<file path="src/rtl/src_write_cmd_pkg.sv">
// Shared types and constants for the write-command executor.
package src_write_cmd_pkg;

    localparam int unsigned CMD_WIDTH      = 96;
    localparam int unsigned ADDR_MSB       = 95;
    localparam int unsigned ADDR_LSB       = 64;
    localparam int unsigned DATA_WIDTH     = 64;
    localparam int unsigned CMD_ADDR_WIDTH = ADDR_MSB - ADDR_LSB + 1;
    localparam int unsigned BE_WIDTH       = DATA_WIDTH / 8;
    localparam int unsigned ALIGN_BITS     = 3;

    typedef enum logic {
        IDLE  = 1'b0,
        WRITE = 1'b1
    } state_t;

    typedef struct packed {
        logic [CMD_ADDR_WIDTH-1:0] addr;
        logic [DATA_WIDTH-1:0]     data;
    } write_cmd_t;

    // A command is executable only when its byte address is 64-bit aligned.
    function automatic logic is_aligned(input logic [CMD_ADDR_WIDTH-1:0] addr);
        return addr[ALIGN_BITS-1:0] == '0;
    endfunction

endpackage

</file>
<file path="src/rtl/cmd_fifo.sv">
// Synchronous command FIFO; a written word becomes poppable one cycle after the write.
module cmd_fifo
    import src_write_cmd_pkg::*;
#(
    parameter int unsigned FIFO_DEPTH = 4
) (
    input  logic                        clk,
    input  logic                        reset_n,
    input  logic                        push,
    input  logic [CMD_WIDTH-1:0]        push_data,
    input  logic                        pop,
    output logic [CMD_WIDTH-1:0]        head,
    output logic                        full,
    output logic                        empty,
    output logic [$clog2(FIFO_DEPTH):0] level
);

    localparam int unsigned PTR_W = $clog2(FIFO_DEPTH);
    localparam int unsigned LVL_W = PTR_W + 1;

    logic [CMD_WIDTH-1:0] mem [FIFO_DEPTH];
    logic [PTR_W-1:0]     wr_ptr;
    logic [PTR_W-1:0]     rd_ptr;
    logic [LVL_W-1:0]     level_next;

    always_comb begin
        level_next = level;
        if (push && !pop) begin
            level_next = level + LVL_W'(1);
        end else if (pop && !push) begin
            level_next = level - LVL_W'(1);
        end
    end

    // Full is held high in reset so the producer sees no space until the first edge.
    // Empty lags a push by one cycle but follows a pop immediately.
    always_ff @(posedge clk or negedge reset_n) begin
        if (!reset_n) begin
            wr_ptr <= '0;
            rd_ptr <= '0;
            level  <= '0;
            full   <= 1'b1;
            empty  <= 1'b1;
        end else begin
            if (push) begin
                wr_ptr <= wr_ptr + PTR_W'(1);
            end
            if (pop) begin
                rd_ptr <= rd_ptr + PTR_W'(1);
            end
            level <= level_next;
            full  <= (level_next == LVL_W'(FIFO_DEPTH));
            empty <= pop ? (level_next == '0) : (level == '0);
        end
    end

    always_ff @(posedge clk) begin
        if (push) begin
            mem[wr_ptr] <= push_data;
        end
    end

    assign head = mem[rd_ptr];

endmodule

</file>
<file path="src/rtl/src_write_cmd_exec.sv">
// Executes buffered AXI-Stream write commands as single Avalon-MM 64-bit writes.
module src_write_cmd_exec
    import src_write_cmd_pkg::*;
#(
    parameter int unsigned FIFO_DEPTH = 4,
    parameter int unsigned ADDR_WIDTH = 32
) (
    input  logic                  clk,
    input  logic                  reset_n,
    input  logic [CMD_WIDTH-1:0]  cmd_tdata,
    input  logic                  cmd_tvalid,
    output logic                  cmd_tready,
    output logic [ADDR_WIDTH-1:0] avm_address,
    output logic [DATA_WIDTH-1:0] avm_writedata,
    output logic [BE_WIDTH-1:0]   avm_byteenable,
    output logic                  avm_write,
    input  logic                  avm_waitrequest,
    output logic                  busy,
    output logic [31:0]           cmd_count,
    output logic [15:0]           err_count
);

    localparam int unsigned LVL_W = $clog2(FIFO_DEPTH) + 1;

    state_t                  state;
    state_t                  state_d;
    logic                    fifo_push;
    logic                    fifo_pop;
    logic                    fifo_full;
    logic                    fifo_empty;
    logic [LVL_W-1:0]        fifo_level;
    logic [CMD_WIDTH-1:0]    head_bits;
    write_cmd_t              head_cmd;
    logic [ADDR_WIDTH-1:0]   avm_address_d;
    logic [DATA_WIDTH-1:0]   avm_writedata_d;
    logic                    avm_write_d;
    logic [31:0]             cmd_count_d;
    logic [15:0]             err_count_d;
    logic                    busy_d;

    assign fifo_push      = cmd_tvalid && cmd_tready;
    assign cmd_tready     = ~fifo_full;
    assign head_cmd       = write_cmd_t'(head_bits);
    assign avm_byteenable = '1;

    cmd_fifo #(
        .FIFO_DEPTH (FIFO_DEPTH)
    ) u_cmd_fifo (
        .clk       (clk),
        .reset_n   (reset_n),
        .push      (fifo_push),
        .push_data (cmd_tdata),
        .pop       (fifo_pop),
        .head      (head_bits),
        .full      (fifo_full),
        .empty     (fifo_empty),
        .level     (fifo_level)
    );

    // An aligned head stays in the FIFO until its write completes, so it keeps its slot.
    always_comb begin
        state_d         = state;
        avm_address_d   = avm_address;
        avm_writedata_d = avm_writedata;
        avm_write_d     = avm_write;
        cmd_count_d     = cmd_count;
        err_count_d     = err_count;
        fifo_pop        = 1'b0;
        busy_d          = (fifo_level != '0) || (state == WRITE);

        case (state)
            IDLE: begin
                if (!fifo_empty) begin
                    if (is_aligned(head_cmd.addr)) begin
                        avm_address_d   = ADDR_WIDTH'(head_cmd.addr);
                        avm_writedata_d = head_cmd.data;
                        avm_write_d     = 1'b1;
                        state_d         = WRITE;
                    end else begin
                        fifo_pop = 1'b1;
                        if (err_count != 16'hFFFF) begin
                            err_count_d = err_count + 16'd1;
                        end
                    end
                end
            end
            WRITE: begin
                if (!avm_waitrequest) begin
                    avm_write_d = 1'b0;
                    fifo_pop    = 1'b1;
                    cmd_count_d = cmd_count + 32'd1;
                    state_d     = IDLE;
                end
            end
            default: begin
                state_d     = IDLE;
                avm_write_d = 1'b0;
            end
        endcase
    end

    always_ff @(posedge clk or negedge reset_n) begin
        if (!reset_n) begin
            state         <= IDLE;
            avm_address   <= '0;
            avm_writedata <= '0;
            avm_write     <= 1'b0;
            cmd_count     <= '0;
            err_count     <= '0;
            busy          <= 1'b0;
        end else begin
            state         <= state_d;
            avm_address   <= avm_address_d;
            avm_writedata <= avm_writedata_d;
            avm_write     <= avm_write_d;
            cmd_count     <= cmd_count_d;
            err_count     <= err_count_d;
            busy          <= busy_d;
        end
    end

endmodule
</file>
<file path="config.mk">
export PLATFORM = sky130hd
export DESIGN_NAME = src_write_cmd_exec
export DESIGN_NICKNAME = d
export VERILOG_FILES = /design/src/rtl/src_write_cmd_pkg.sv /design/src/rtl/cmd_fifo.sv /design/src/rtl/src_write_cmd_exec.sv
export SDC_FILE = /design/constraint.sdc
export NUM_CORES = 1
export LEC_CHECK = 0
export CAP_MARGIN = 10
export CORE_UTILIZATION = 55
export DETAILED_ROUTE_END_ITERATION = 12
export PLACE_DENSITY = 0.79
export SYNTH_ARGS = -nofsm -noshare
export SYNTH_HDL_FRONTEND = slang
export SYNTH_SLANG_ARGS = --single-unit
</file>
<file path="constraint.sdc">
create_clock -name clk -period 4.44 [get_ports clk]
set_input_delay 0.888 -clock clk [delete_from_list [all_inputs] [get_ports clk]]
set_output_delay 0.888 -clock clk [all_outputs]
set_load 0.005 [all_outputs]
</file>
## After elaboration in Yosys (flattened, before gate mapping)

Memory sizes are Yosys's and may differ from the RTL's.
Cells that the tools add are included.

| storage, ports and cells | value |
|---|---|
| flip-flop bits (word level) | 156 |
| bits in latches | 0 |
| RAM bits | 384 |
| memory bits (read-only) | 0 |
| input port bits | 100 |
| word-level logic and storage cells | 60 |
| memories | 1 |

| operators by class | value |
|---|---|
| $add $sub $neg | 6 |
| multipliers | 0 |
| divide/modulo/power cells | 0 |
| magnitude comparators | 0 |
| eq/ne operators | 5 |
| shifts and indexed selects | 0 |
| multiplexer cells | 17 |
| bitwise operators | 5 |
| reductions and logical operators | 14 |

Memory list:

| memory | depth | width | rd ports | clocked after memory_dff | write ports | line | text |
|---|---|---|---|---|---|---|---|
| u_cmd_fifo.mem | 4 | 96 | 1 | 0 | 1 | cmd_fifo.sv:21 | `logic [CMD_WIDTH-1:0] mem [FIFO_DEPTH];` |

Operator list:

| operator | number |
|---|---|
| 32-bit by 1-bit adder with 32-bit output (second input constant) | 1 |
| 16-bit by 1-bit adder with 16-bit output (second input constant) | 1 |
| 16-bit inequality test (second input constant) | 1 |
| 1-bit two-way mux | 12 |
| 3-bit logical NOT | 3 |
| 3-bit two-way mux | 2 |
| 2-bit inequality test (second input constant) | 3 |
| 1-bit case mux with 2 select lines | 3 |
| 3-bit AND reduction | 2 |
| 1-bit NOT | 5 |
| 2-bit by 1-bit adder with 2-bit output (second input constant) | 2 |
| 4-bit AND reduction | 1 |
| 3-bit by 1-bit adder with 3-bit output (second input constant) | 1 |
| 3-bit equality test (second input constant) | 1 |
| 1-bit logical AND | 3 |
| 3-bit nonzero test | 1 |
| 3-bit by 1-bit subtractor with 3-bit output (second input constant) | 1 |
| 1-bit logical NOT | 2 |
| 2-bit AND reduction | 1 |
| 1-bit logical OR | 1 |

## Logic depth before layout (Yosys ltp)

An unclocked memory read counts as a cell.

| logic depth | value |
|---|---|
| depth in word-level cells | 10 |
| depth in mapped cells | 8 |

## Hierarchy

A second synthesis with hierarchy kept.

| unflattened totals | value |
|---|---|
| cells, all modules | 988 |
| area total of the unflattened synthesis | 20425.8 um2 |

Modules (own cells, without submodules):

| module | instances | cells an instance | area an instance (um2) | sequential area each (um2) |
|---|---|---|---|---|
| cmd_fifo | 1 | 557 | 14387.5 | 11758.8 |
| src_write_cmd_exec | 1 | 431 | 6038.3 | 3678.5 |

## Least setup slack after synthesis

Ideal clock, no wire load.

| timing | value |
|---|---|
| path kind | input to register |
| from | in cmd_tvalid |
| to | mem u_cmd_fifo.mem[2][0], enable pin |
| setup time | 466 ps |
| arrival time | 3642 ps |
| path slack | 332 ps |
| cell stages on the path | 3 |
| buffers on the path | 1 |
| cell sequence | nor2b_1 -> clkbuf_1 -> and2_1 |

| between the ends | value |
|---|---|
| word-level cells in the longest chain between the ends | 3 |

RTL lines:

| element | line | text |
|---|---|---|
| start: declaration | src_write_cmd_exec.sv:11 | `input logic cmd_tvalid,` |
| 1-bit logical AND | src_write_cmd_exec.sv:41 | `assign fifo_push = cmd_tvalid && cmd_tready;` |
| 1-bit two-way mux | cmd_fifo.sv:58 | `if (push) begin` |
| 1-bit two-way mux (not written as such) | cmd_fifo.sv:59 | `mem[wr_ptr] <= push_data;` |
| end: declaration | cmd_fifo.sv:21 |  |

Every way passes these cells.

## Final worst setup path

| timing | value |
|---|---|
| from | reg u_cmd_fifo.rd_ptr[1] |
| to | reg u_cmd_fifo.full |

| between the ends | value |
|---|---|
| word-level cells in the longest chain between the ends | 9 |
| elaborated cells between the ends (all ways) | 11 |
| classes of those cells | 1 x eq/ne; 5 x mux; 4 x reduce/logical; 1 x memory |

RTL lines:

| element | line | text |
|---|---|---|
| start: declaration | cmd_fifo.sv:23 | `logic [PTR_W-1:0] rd_ptr;` |
| start signal: assignment | cmd_fifo.sv:49 | `rd_ptr <= rd_ptr + PTR_W'(1);` |
| memory 4 x 96 bit (*) | -- |  |
| 3-bit logical NOT (*) | src_write_cmd_pkg.sv:24 | `return addr[ALIGN_BITS-1:0] == '0;` |
| 1-bit two-way mux (*) | src_write_cmd_exec.sv:74 | `if (is_aligned(head_cmd.addr)) begin` |
| 1-bit two-way mux (*) | src_write_cmd_exec.sv:73 | `if (!fifo_empty) begin` |
| 1-bit case mux with 2 select lines (*) | src_write_cmd_exec.sv:71 | `case (state)` |
| 1-bit logical AND / 1-bit logical NOT (equally long branches) | cmd_fifo.sv:30, cmd_fifo.sv:28 |  |
| 3-bit two-way mux / 1-bit logical AND (equally long branches) | cmd_fifo.sv:30, cmd_fifo.sv:28 |  |
| 3-bit two-way mux (*) | cmd_fifo.sv:28 | `if (push && !pop) begin` |
| 3-bit equality test (*) | cmd_fifo.sv:52 | `full <= (level_next == LVL_W'(FIFO_DEPTH));` |
| end signal: assignment | cmd_fifo.sv:52 |  |
| end: declaration | cmd_fifo.sv:13 | `output logic full,` |

Every way passes the cells marked *; elsewhere a longest branch is shown, timed or not.
A chain may end at the register's enable or synchronous reset.

==> out/metrics.cfg <==
[place]
place_ws_ns = 1.434
placed_cell_area_um2 = 23300
gpl.final_weighted_congestion = 0.8173
numPortBuffers = 246
dpl.hpwl_mm = 23.56

[logic_synthesis]
synth.avg_cell_area_um2 = 20.53
synth.lib_cells_used.distinct = 41
ys_seq_elements = 540
async_reset_ff_share_pct = 28.89
compound_gate_portion_of_the_synthesized_area_pct = 0.5064
main_combinational_cell_family_by_area_after_synthesis = multiplexers
seq_area_frac_synth_pct = 76.19
cell_taking_the_most_area_after_synthesis = edfxtp_1
ys.flop_type = edfxtp_1
post_synth_instance_area_um2 = 20260
post-synth-top-count-cell = edfxtp_1
synthCells = 987
yosys_warnings = 0
xor_xnor_share_of_the_synthesized_area_pct = 2.205
synth_top_cells_by_count = edfxtp_1 (384), dfrtp_1 (154), mux4_2 (93)
mux_contribution_to_synthesized_area_pct = 15.73
synth_adder_area_share_pct = 0.5558
synth.top_cell.area_share_pct = 56.91
synthTopCellsByArea = edfxtp_1 (57%), dfrtp_1 (19%), mux4_2 (10%)
synth_simple_gate_area_share_pct = 3.483
synth_edf_count = 384

[drt]
drt_first_iter_violations = 680
antenna_left = 0
vias_per_cell = 5.720
vias_after_detailed_routing = 10150
drcViolationCount = 0
wirelength_mm = 40.07
drt-wirelength-per-cell_um = 22.59
detailedRoute.firstPassIterationCount = 5

[critical_path]
critPathSlowestCell = dfrtp_4
cp_max_fo = 36
max_stage_delay_ns = 0.79
r2r_end = u_cmd_fifo.full
critical_path_arrival_ns = 3.17
reg2reg_slack_ns = 1.75
setup.worst_path.end_class = register
start_kind = register
crit-reg2reg-launch = u_cmd_fifo.rd_ptr[1]
timing.critical_path.required_ns = 4.92
cell_chain_of_the_critical_path = or3b_2 > nor3_1 > or3_1 > mux2_1 > a311oi_1
timing.setup.critical_path_class = register to register
worst_r2r_path_depth = 5

[timing]
headroom_to_the_max_slew_limit_pct = 33.37
fin_ws_ns = 1.749
finalMaxSlewViolations = 0
worst_pin_slew_ns = 0.9995
setup_viol_count_final = 0
hold_ws_ns = 0.4108
fmaxAchievable_mhz = 371.6
finClkSkew_ns = 0.02411
final.period_utilization_pct = 60.61
hold_viol_final = 0
setup_repair_after_global_routing_missed_its_margin = no
fin_tns_setup_ns = 0
min_period_ns = 2.691

[final_layout]
fin_nets = 1375
fraction_of_final_layout_cells_sized_beyond_drive_strength_1_pct = 21.82
area_delta_synth_final_pct = 23.68
count_of_filler_cells_inserted_in_the_layout = 2249
stdcell_area_um2 = 25060

[clock_network]
tritoncts_num_sinks = 540
max-clock-path-buffers = 3
htreeDepth = 2
cts_made_buffers = 53
number_of_gates_given_a_new_drive_strength_after_cts = 0
cts_root_buf = clkbuf_16
clk_pin_slew_ns = 0.06
clock_tree_from_tritoncts = yes
clock_latency_ns = 0.60
cts_hold_buf = 0
post-cts-setup-buffer-count = 0

[floorplanning]
floorplan.die_area_um2 = 37610
placementRows = 69
core-area_um2 = 35910
die_h_um = 193.9
die_width_um = 193.9
initial_utilization_pct = 56.41
pin_count = 255

[grt]
grt_antenna_before_repair = 5
globalRoute.totalOverflow = 0
largest_net_degree_at_the_start_of_global_routing = 97
via_count_of_the_first_global_routing_pass = 10780
groute.usage.overall_pct = 22.08
grt_first_pass_wirelength_mm = 62.64

[job]
max-cap-violations = 0

[power]
worst_vdd_rail_ir_drop_mv = 0.4759
sequentialPowerShare_pct = 44.5
fin_total_pwr_w = 0.01660
combPwrFrac_pct = 28.8
static-leakage-power_nw = 8.883
sw_frac_of_total_pct = 27.58
power.density_nw_per_um2 = 662.5
p_int_w = 0.01202
power_frac_clock_pct = 26.7
power.net_switching_w = 0.004578

[outcome]
run_status = complete, no violations

[min_path]
hold_path_class = input pin to async pin

worst max-delay path: cells and delay by family, from the launching register on:
kind            cells  cell delay [ns]
simple gates        3             1.14
flops               1             0.79
mux                 1             0.37
compound gates      1             0.28
power by group through the flow:
stage	Sequential [W]	Combinational, W	Clock (W)
floorplan	0.00729	0.00293	0
global placement	0.00741	0.00472	0
detailed placement	0.00748	0.00480	0
CTS	0.00741	0.00486	0.00451
global route	0.00751	0.00513	0.00471
finish	0.00738	0.00478	0.00444
cell type report:
class / count / area, µm² / area share (%)
tap: 461 / 576.8 / 2.302
clock inverter: 33 / 320.3 / 1.278
inverter: 9 / 33.78 / 0.1348
clock buffer: 67 / 1430 / 5.707
multi-input combinational: 399 / 4594 / 18.33
antenna: 2 / 5.005 / 0.01997
timing repair buffer: 263 / 2654 / 10.59
sequential: 540 / 15440 / 61.63
per-layer routing:
metal / track usage, % / share of wire [%]
met4: 6.173 / 1.7
met1: 29.85 / 41
met3: 5.375 / 7.2
met2: 36.14 / 50
met5: 0.7663 / 0.092
worst max-delay path by stage:
stage                               startpoint                    end  slack, ns
after floorplan                     cmd_tvalid   u_cmd_fifo.mem[2][0]       0.33
after detailed placement            cmd_tvalid  u_cmd_fifo.mem[2][54]       1.43
final                     u_cmd_fifo.rd_ptr[1]        u_cmd_fifo.full       1.75
after global routing      u_cmd_fifo.rd_ptr[0]        avm_address[16]       1.58
after global placement              cmd_tvalid  u_cmd_fifo.mem[2][54]       1.44
after CTS                 u_cmd_fifo.rd_ptr[0]      avm_writedata[38]       1.71
per-stage QoR:
| step | std cells | util [%] |
|---|---|---|
| floorplan | 994 | - |
| global placement | 1672 | 64.89 |
| detailed placement | 1672 | 64.89 |
| CTS | 1772 | 69.76 |
| global route | 1773 | 69.77 |
| finish | 1774 | 69.77 |
cells in the final DEF, fill, tap and decap left out, types with 6 or more instances in the layout:
master           count
clkbuf_16           54
inv_1                9
edfxtp_1           384
nand2_1             25
xor2_1              15
clkbuf_1            10
conb_1               8
mux2_1              16
xnor2_1             36
nor3_1               8
nor2b_1              6
and3_1              10
clkinv_1            10
clkdlybuf4s50_1    245
ha_1                 9
mux4_2              93
clkinv_2            12
nand4_1             21
mux2_2              81
nand3_1             17
dfrtp_1            152
nor2_1              17
buf_4               12
state kept, by name (all words and copies together) (netlist names):
name               flops
cmd_count             32
u_cmd_fifo.mem       384
u_cmd_fifo.full        1
busy                   1
avm_write              1
err_count             16
u_cmd_fifo.level       3
avm_address           32
state                  1
u_cmd_fifo.rd_ptr      2
avm_writedata         64
u_cmd_fifo.wr_ptr      2
u_cmd_fifo.empty       1
kinds of logic (layout without fill, tap and decap cells):
kind of cell,count (synthesis),count (layout)
AO/OA/AOI/OAI,12,12
XOR/XNOR,51,51
adder cells (fa/ha/maj),9,9
buffers and inverters,55,372
flip-flops,540,540
multiplexers,190,190
other,1,10
AND/OR/NAND/NOR,129,129
Note: power is estimated with default switching activity, not from simulation.
